`src/rtl/atm_account_arbiter_pkg.sv`:
```
// Shared encodings for the ATM account arbiter: op codes, FSM states, ledger defaults.
package atm_pkg;

  typedef enum logic [1:0] {
    OP_WDRAW  = 2'b00,
    OP_DEP    = 2'b01,
    OP_INQ    = 2'b10,
    OP_PINCHG = 2'b11
  } op_t;

  typedef enum logic [1:0] {
    IDLE  = 2'b00,
    CHECK = 2'b01,
    EXEC  = 2'b10,
    RESP  = 2'b11
  } state_t;

  localparam int DEF_INIT_BAL = 800;
  localparam int DEF_INIT_PIN = 1211;

endpackage

```
`src/rtl/atm_account_arbiter_rr_arbiter.sv`:
```
// Purpose: N-way round-robin pick, first asserted req at or after ptr (wrapping).
// Latency: purely combinational, no state.
// Backpressure: none; requesters hold req until granted, the parent owns ptr.
module rr_arbiter #(
  parameter int N  = 4,
  parameter int IW = (N > 1) ? $clog2(N) : 1
) (
  input  logic [N-1:0]  req,
  input  logic [IW-1:0] ptr,
  output logic [N-1:0]  gnt,
  output logic [IW-1:0] idx,
  output logic          vld
);

  logic [IW-1:0] cand;

  always_comb begin
    gnt  = '0;
    idx  = '0;
    vld  = 1'b0;
    cand = '0;
    for (int k = 0; k < N; k++) begin
      cand = IW'((int'(ptr) + k) % N);
      if (!vld && req[cand]) begin
        gnt[cand] = 1'b1;
        idx       = cand;
        vld       = 1'b1;
      end
    end
  end

endmodule

```
`src/rtl/atm_account_arbiter.sv`:
```
// Purpose: round-robin sequencer sharing one balance/PIN ledger among N_TERM terminals (lockout via ATM_ARB_LOCKOUT_EN).
// Latency: fixed 3 cycles from req sample to single-cycle done; one transaction per 4 cycles.
// Backpressure: terminals hold req/payload until gnt; requests are ignored while busy.
module atm_account_arbiter
  import atm_pkg::*;
#(
  parameter int N_TERM   = 4,
  parameter int WIDTH    = 17,
  parameter int INIT_BAL = DEF_INIT_BAL,
  parameter int INIT_PIN = DEF_INIT_PIN
`ifdef ATM_ARB_LOCKOUT_EN
  ,
  parameter int MAX_TRIES = 3
`endif
) (
  input  logic                       clk,
  input  logic                       rst,
  input  logic [N_TERM-1:0]          req,
  input  logic [2*N_TERM-1:0]        op,
  input  logic [WIDTH*N_TERM-1:0]    pin,
  input  logic [WIDTH*N_TERM-1:0]    arg,
  output logic [N_TERM-1:0]          gnt,
  output logic                       done,
  output logic                       ok,
  output logic                       err,
  output logic [$clog2(N_TERM)-1:0]  rsp_id,
  output logic [WIDTH-1:0]           balance,
  output logic                       busy,
  output logic                       locked
);

  localparam int IW = $clog2(N_TERM);

  typedef struct packed {
    op_t              op;
    logic [WIDTH-1:0] pin;
    logic [WIDTH-1:0] arg;
  } txn_t;

  state_t             state, state_nxt;
  txn_t               txn;
  logic [IW-1:0]      ptr, win_id, arb_idx;
  logic [N_TERM-1:0]  arb_gnt, gnt_q;
  logic               arb_vld;
  logic [WIDTH-1:0]   led_bal, led_pin;
  logic               pin_ok, res_ok;
  logic               exec_ok;
  logic [WIDTH-1:0]   bal_nxt, pin_nxt;
  logic [WIDTH:0]     dep_sum;
  logic               locked_q;

  rr_arbiter #(.N(N_TERM), .IW(IW)) u_arb (
    .req (req),
    .ptr (ptr),
    .gnt (arb_gnt),
    .idx (arb_idx),
    .vld (arb_vld)
  );

  always_ff @(posedge clk or posedge rst) begin
    if (rst) state <= IDLE;
    else     state <= state_nxt;
  end

  always_comb begin
    state_nxt = state;
    done      = 1'b0;
    busy      = 1'b1;
    case (state)
      IDLE: begin
        busy = 1'b0;
        if (arb_vld) state_nxt = CHECK;
      end
      CHECK:   state_nxt = EXEC;
      EXEC:    state_nxt = RESP;
      RESP: begin
        done      = 1'b1;
        state_nxt = IDLE;
      end
      default: state_nxt = IDLE;
    endcase
  end

  // Ledger effect of the latched op; the ledger is left untouched on any rejection.
  always_comb begin
    dep_sum = {1'b0, led_bal} + {1'b0, txn.arg};
    exec_ok = 1'b0;
    bal_nxt = led_bal;
    pin_nxt = led_pin;
    if (!locked_q && pin_ok) begin
      case (txn.op)
        OP_WDRAW: if (txn.arg <= led_bal) begin
          bal_nxt = led_bal - txn.arg;
          exec_ok = 1'b1;
        end
        OP_DEP: if (!dep_sum[WIDTH]) begin
          bal_nxt = dep_sum[WIDTH-1:0];
          exec_ok = 1'b1;
        end
        OP_INQ: exec_ok = 1'b1;
        OP_PINCHG: if (txn.arg != '0) begin
          pin_nxt = txn.arg;
          exec_ok = 1'b1;
        end
        default: exec_ok = 1'b0;
      endcase
    end
  end

  always_ff @(posedge clk or posedge rst) begin
    if (rst) begin
      txn     <= '0;
      gnt_q   <= '0;
      win_id  <= '0;
      ptr     <= '0;
      pin_ok  <= 1'b0;
      res_ok  <= 1'b0;
      led_bal <= WIDTH'(INIT_BAL);
      led_pin <= WIDTH'(INIT_PIN);
      balance <= '0;
    end else begin
      case (state)
        IDLE: if (arb_vld) begin
          txn <= '{op:  op_t'(op[2*arb_idx +: 2]),
                   pin: pin[WIDTH*arb_idx +: WIDTH],
                   arg: arg[WIDTH*arb_idx +: WIDTH]};
          gnt_q  <= arb_gnt;
          win_id <= arb_idx;
        end
        CHECK: pin_ok <= (txn.pin == led_pin);
        EXEC: begin
          res_ok  <= exec_ok;
          led_bal <= bal_nxt;
          led_pin <= pin_nxt;
          if (exec_ok) balance <= bal_nxt;
        end
        RESP: begin
          gnt_q <= '0;
          ptr   <= (win_id == IW'(N_TERM - 1)) ? '0 : win_id + 1'b1;
        end
        default: gnt_q <= '0;
      endcase
    end
  end

`ifdef ATM_ARB_LOCKOUT_EN
  localparam int FW = $clog2(MAX_TRIES + 1);
  logic [FW-1:0] fail_cnt;

  // Lock is raised at the edge into RESP, so it is visible with the failing response.
  always_ff @(posedge clk or posedge rst) begin
    if (rst) begin
      fail_cnt <= '0;
      locked_q <= 1'b0;
    end else if (state == EXEC) begin
      if (pin_ok) begin
        fail_cnt <= '0;
      end else begin
        if (int'(fail_cnt) < MAX_TRIES) fail_cnt <= fail_cnt + 1'b1;
        if (int'(fail_cnt) + 1 >= MAX_TRIES) locked_q <= 1'b1;
      end
    end
  end
`else
  assign locked_q = 1'b0;
`endif

  assign gnt    = gnt_q;
  assign ok     = done & res_ok;
  assign err    = done & ~res_ok;
  assign rsp_id = done ? win_id : '0;
  assign locked = locked_q;

endmodule

```
`config.mk`:
```
export PLATFORM = sky130hd
export DESIGN_NAME = atm_account_arbiter
export DESIGN_NICKNAME = d
export VERILOG_FILES = /design/src/rtl/atm_account_arbiter_pkg.sv /design/src/rtl/atm_account_arbiter_rr_arbiter.sv /design/src/rtl/atm_account_arbiter.sv
export SDC_FILE = /design/constraint.sdc
export NUM_CORES = 1
export LEC_CHECK = 0
export ABC_AREA = 1
export BUFFER_PORTS_ARGS = -buffer_cell sky130_fd_sc_hd__buf_2
export CAP_MARGIN = 20
export CELL_PAD_IN_SITES_DETAIL_PLACEMENT = 2
export CELL_PAD_IN_SITES_GLOBAL_PLACEMENT = 2
export CORE_UTILIZATION = 30
export DETAILED_ROUTE_END_ITERATION = 10
export PLACE_DENSITY_LB_ADDON = 0.1
export SETUP_SLACK_MARGIN = 0.4
export SYNTH_ARGS = -nofsm -noshare
export SYNTH_HDL_FRONTEND = slang
export SYNTH_SLANG_ARGS = --single-unit
```
`constraint.sdc`:
```
create_clock -name clk -period 4 [get_ports clk]
set_clock_uncertainty 0.1 [all_clocks]
set_input_delay 0.8 -clock clk [delete_from_list [all_inputs] [get_ports clk]]
set_output_delay 0.8 -clock clk [all_outputs]
set_load 0.02 [all_outputs]
```
==> flow_metrics.tcl <==
set metrics [dict create \
    outcome "completed" \
    cts_tree "built" \
    routed-via-count 9743 \
    final_nets 1758 \
    tns_ns 0 \
    endpoint_kind "flop" \
    rsz0062_at_grt "no" \
    holdBufCountCts 0 \
    dp_hpwl_um 29600 \
    synth_area_um2 8780 \
    dpl_cell_area_um2 9990 \
    post-route-period-util 0.823 \
    ys_seq_area_frac 0.283 \
    cts_made_buffers 9 \
    die_area_um2 30000 \
    synth.area.mux_share 0 \
    final_common_cell "nand2_1" \
    synth-xor-area-share 0.0289 \
    port_buffers 176 \
    ctsResizeCount 0 \
    ios 178 \
    setup_slack_ns 0.710 \
    drc 0 \
    synth_top_family_by_area "simple AND/OR/NAND/NOR gates" \
    drtIter0Drc 398 \
    ys_seq_elements 99 \
    rows 62 \
    critPathSlowestCell "dfrtp_1" \
    drv_cap 0 \
    cts_max_level 3 \
    drv_slew 0 \
    crit_fanout 72 \
    seqCellArea_um2 2490 \
    synthSimpleGateAreaFrac 0.447 \
    r2r_cells 13 \
    async_flop_share 1.00 \
    critical_path_required_ns 4.17 \
    synthesis.instances 1415 \
    wirelength_um 36500 \
    cts.path.max_buffers 2 \
    avgRoutedWirePerCell_um 18.8 \
    r2r-start "ptr[0]$_DFFE_PP0P_" \
    post_cts_buffers 0 \
    cp-start-kind "flop" \
    die_h_um 173 \
    synth_edf_count 0 \
    yosys_warnings 0 \
    multi_input_area_um2 5390 \
    hold_depth 2 \
    hold_violations 0 \
    grt_max_degree 73 \
    setup_violations 0 \
    routabilityCongestion 0.877 \
    hold_ws_ns 0.382 \
    diodes 0 \
    yosys.area_share.adder 0.0729 \
    root_buffer "clkbuf_16" \
    die_x_um 173 \
    p_total_w 0.00770 \
    detail-route-antenna-nets 0 \
    start_util 0.305 \
    antenna_found_initial 0 \
    cts.reportedPaths.clkPinSlew_ns 0.08 \
    ir_drop_mv 0.586 \
    hp-start "balance[12]$_DFFE_PP0P_" \
    coreArea_um2 28800 \
    tightest_slew_ns 0.798 \
    post-place-ws_ns 0.726 \
    slew-limit-headroom 0.467 \
    synth_compound_area_frac 0.0645 \
    layout_common_cells "615 x nand2_1, 207 x nand3_1, 176 x buf_2" \
    overflow 0 \
    critPathKind "flop to flop" \
    grt_pass1_wl_um 58600 \
    stdcell_area_um2 10300 \
    p_leak_nw 5.98 \
    vias_per_cell 5.00 \
    insertion_delay_ns 0.37 \
    drt_first_pass_iters 4 \
    avgSynthCellArea_um2 6.21 \
    syn2layout_area_growth_pct 17.2 \
    cp.arrival_ns 3.46 \
    num-fill-cells 3653 \
    crit_chain "inv_2 > ha_1 > inv_1 > nand2_1 > o21ai_2 > nor2_8 > nand2_4 > nand3_4 > buf_4 > nand3_1 > nand2_1 > nand3_1 > o211ai_1" \
    power.density_nw_per_um2 748 \
    grt_usage 0.248 \
    syn_nets 1615 \
    cts.sinks 99 \
    drive_above_1_share 0.168 \
    hp-class "flop to flop" \
    fmax_mhz 304 \
    startpoint "ptr[0]$_DFFE_PP0P_" \
    grt_pass1_vias 10700 \
    ys.flop_type "dfrtp_1" \
    min_period_ns 3.29 \
    synthDistinctLibCells 44 \
    cp_slowest_stage_delay_ns 0.67 \
]
[worst max-delay path, delay by kind of cell (launching register included)]
family                     cells  cell delay (ns)
buffers and inverters          3             0.84
AOI/OAI and AO/OA              2             0.26
adders and majority gates      1             0.38
DFF                            1             0.67
and+or+nand+nor                7             0.87
[routing by layer]
| layer | track usage | vias up | part of all wire |
|---|---|---|---|
| met5 | 0 | - | 0 |
| met4 | 0.0830 | 0 | 0.027 |
| met3 | 0.0222 | 38 | 0.022 |
| met2 | 0.428 | 163 | 0.49 |
| met1 | 0.323 | 4795 | 0.46 |
| li1 | - | 4747 | - |
[final cells by class]
cell class              instances  share of cell area
flip-flops and latches         99               0.242
repair buffers                199               0.105
clock inverters                 7             0.00730
multi-input cells            1104               0.524
clock buffers                   9              0.0219
well taps                     384              0.0467
inverters                     145              0.0531
[synthesized netlist by cell type, types with 3 or more instances]
master    instances  area share
o21ai_1           4      0.0023
o22ai_1           4      0.0028
buf_2            35       0.020
ha_1             48       0.068
a21oi_2           3      0.0030
nand2_4           6      0.0077
buf_4             8      0.0068
nand2_2           4      0.0028
dfstp_2          10       0.030
o21bai_1          4      0.0034
inv_2            12      0.0051
clkbuf_1         15      0.0064
nand2_1         615        0.26
o211ai_1         20       0.017
nor2_1           61       0.026
buf_6             4      0.0051
nor3_1            7      0.0040
o21ai_0          35       0.020
xor2_1           25       0.025
inv_1           132       0.056
and2_1            3      0.0021
nor4_1            4      0.0028
o21ai_2           3      0.0030
dfrtp_1          89        0.25
nand4_1          12      0.0085
xnor2_1           4      0.0040
buf_1             5      0.0021
nand3_1         207        0.12
a21oi_1          17      0.0097
[registers in the layout, summed over array words and instances (netlist names)]
register  cells
txn          36
balance      17
led_bal      17
led_pin      17
gnt           4
ptr           2
state         2
win_id        2
pin_ok        1
res_ok        1
[cells by family after synthesis]
| logic type | Yosys count |
|---|---|
| AO/OA/AOI/OAI | 94 |
| XOR/XNOR | 29 |
| adder cells (fa/ha/maj) | 50 |
| buffers and inverters | 212 |
| flip-flops | 99 |
| other | 1 |
| AND/OR/NAND/NOR | 930 |
[through the flow]
step                 util  cells
floorplan               -   1415
global placement    0.347   1931
detailed placement  0.347   1931
CTS                 0.358   1947
global route        0.358   1947
finish              0.358   1947
[path summary, 6_finish.rpt]
check                                               end  slack (ns)
worst max-delay path                txn[16]$_DFFE_PP0P_        0.71
worst min-delay path            balance[12]$_DFFE_PP0P_        0.38
worst max register to register      txn[16]$_DFFE_PP0P_        0.71
worst min register to register  balance[12]$_DFFE_PP0P_        0.38
max in group asynchronous        led_bal[8]$_DFFE_PP1P_        2.53
min in group asynchronous           txn[16]$_DFFE_PP0P_        0.44
[report_power, final]
| part | leakage [nW] | switching [W] | total (W) | internal (W) |
|---|---|---|---|---|
| sequential | 1.28 | 0.000268 | 0.00151 | 0.00125 |
| clock | 0.144 | 0.000434 | 0.000925 | 0.000490 |
| combinational | 4.55 | 0.00374 | 0.00526 | 0.00151 |
Power figures use the tool's default switching activity.
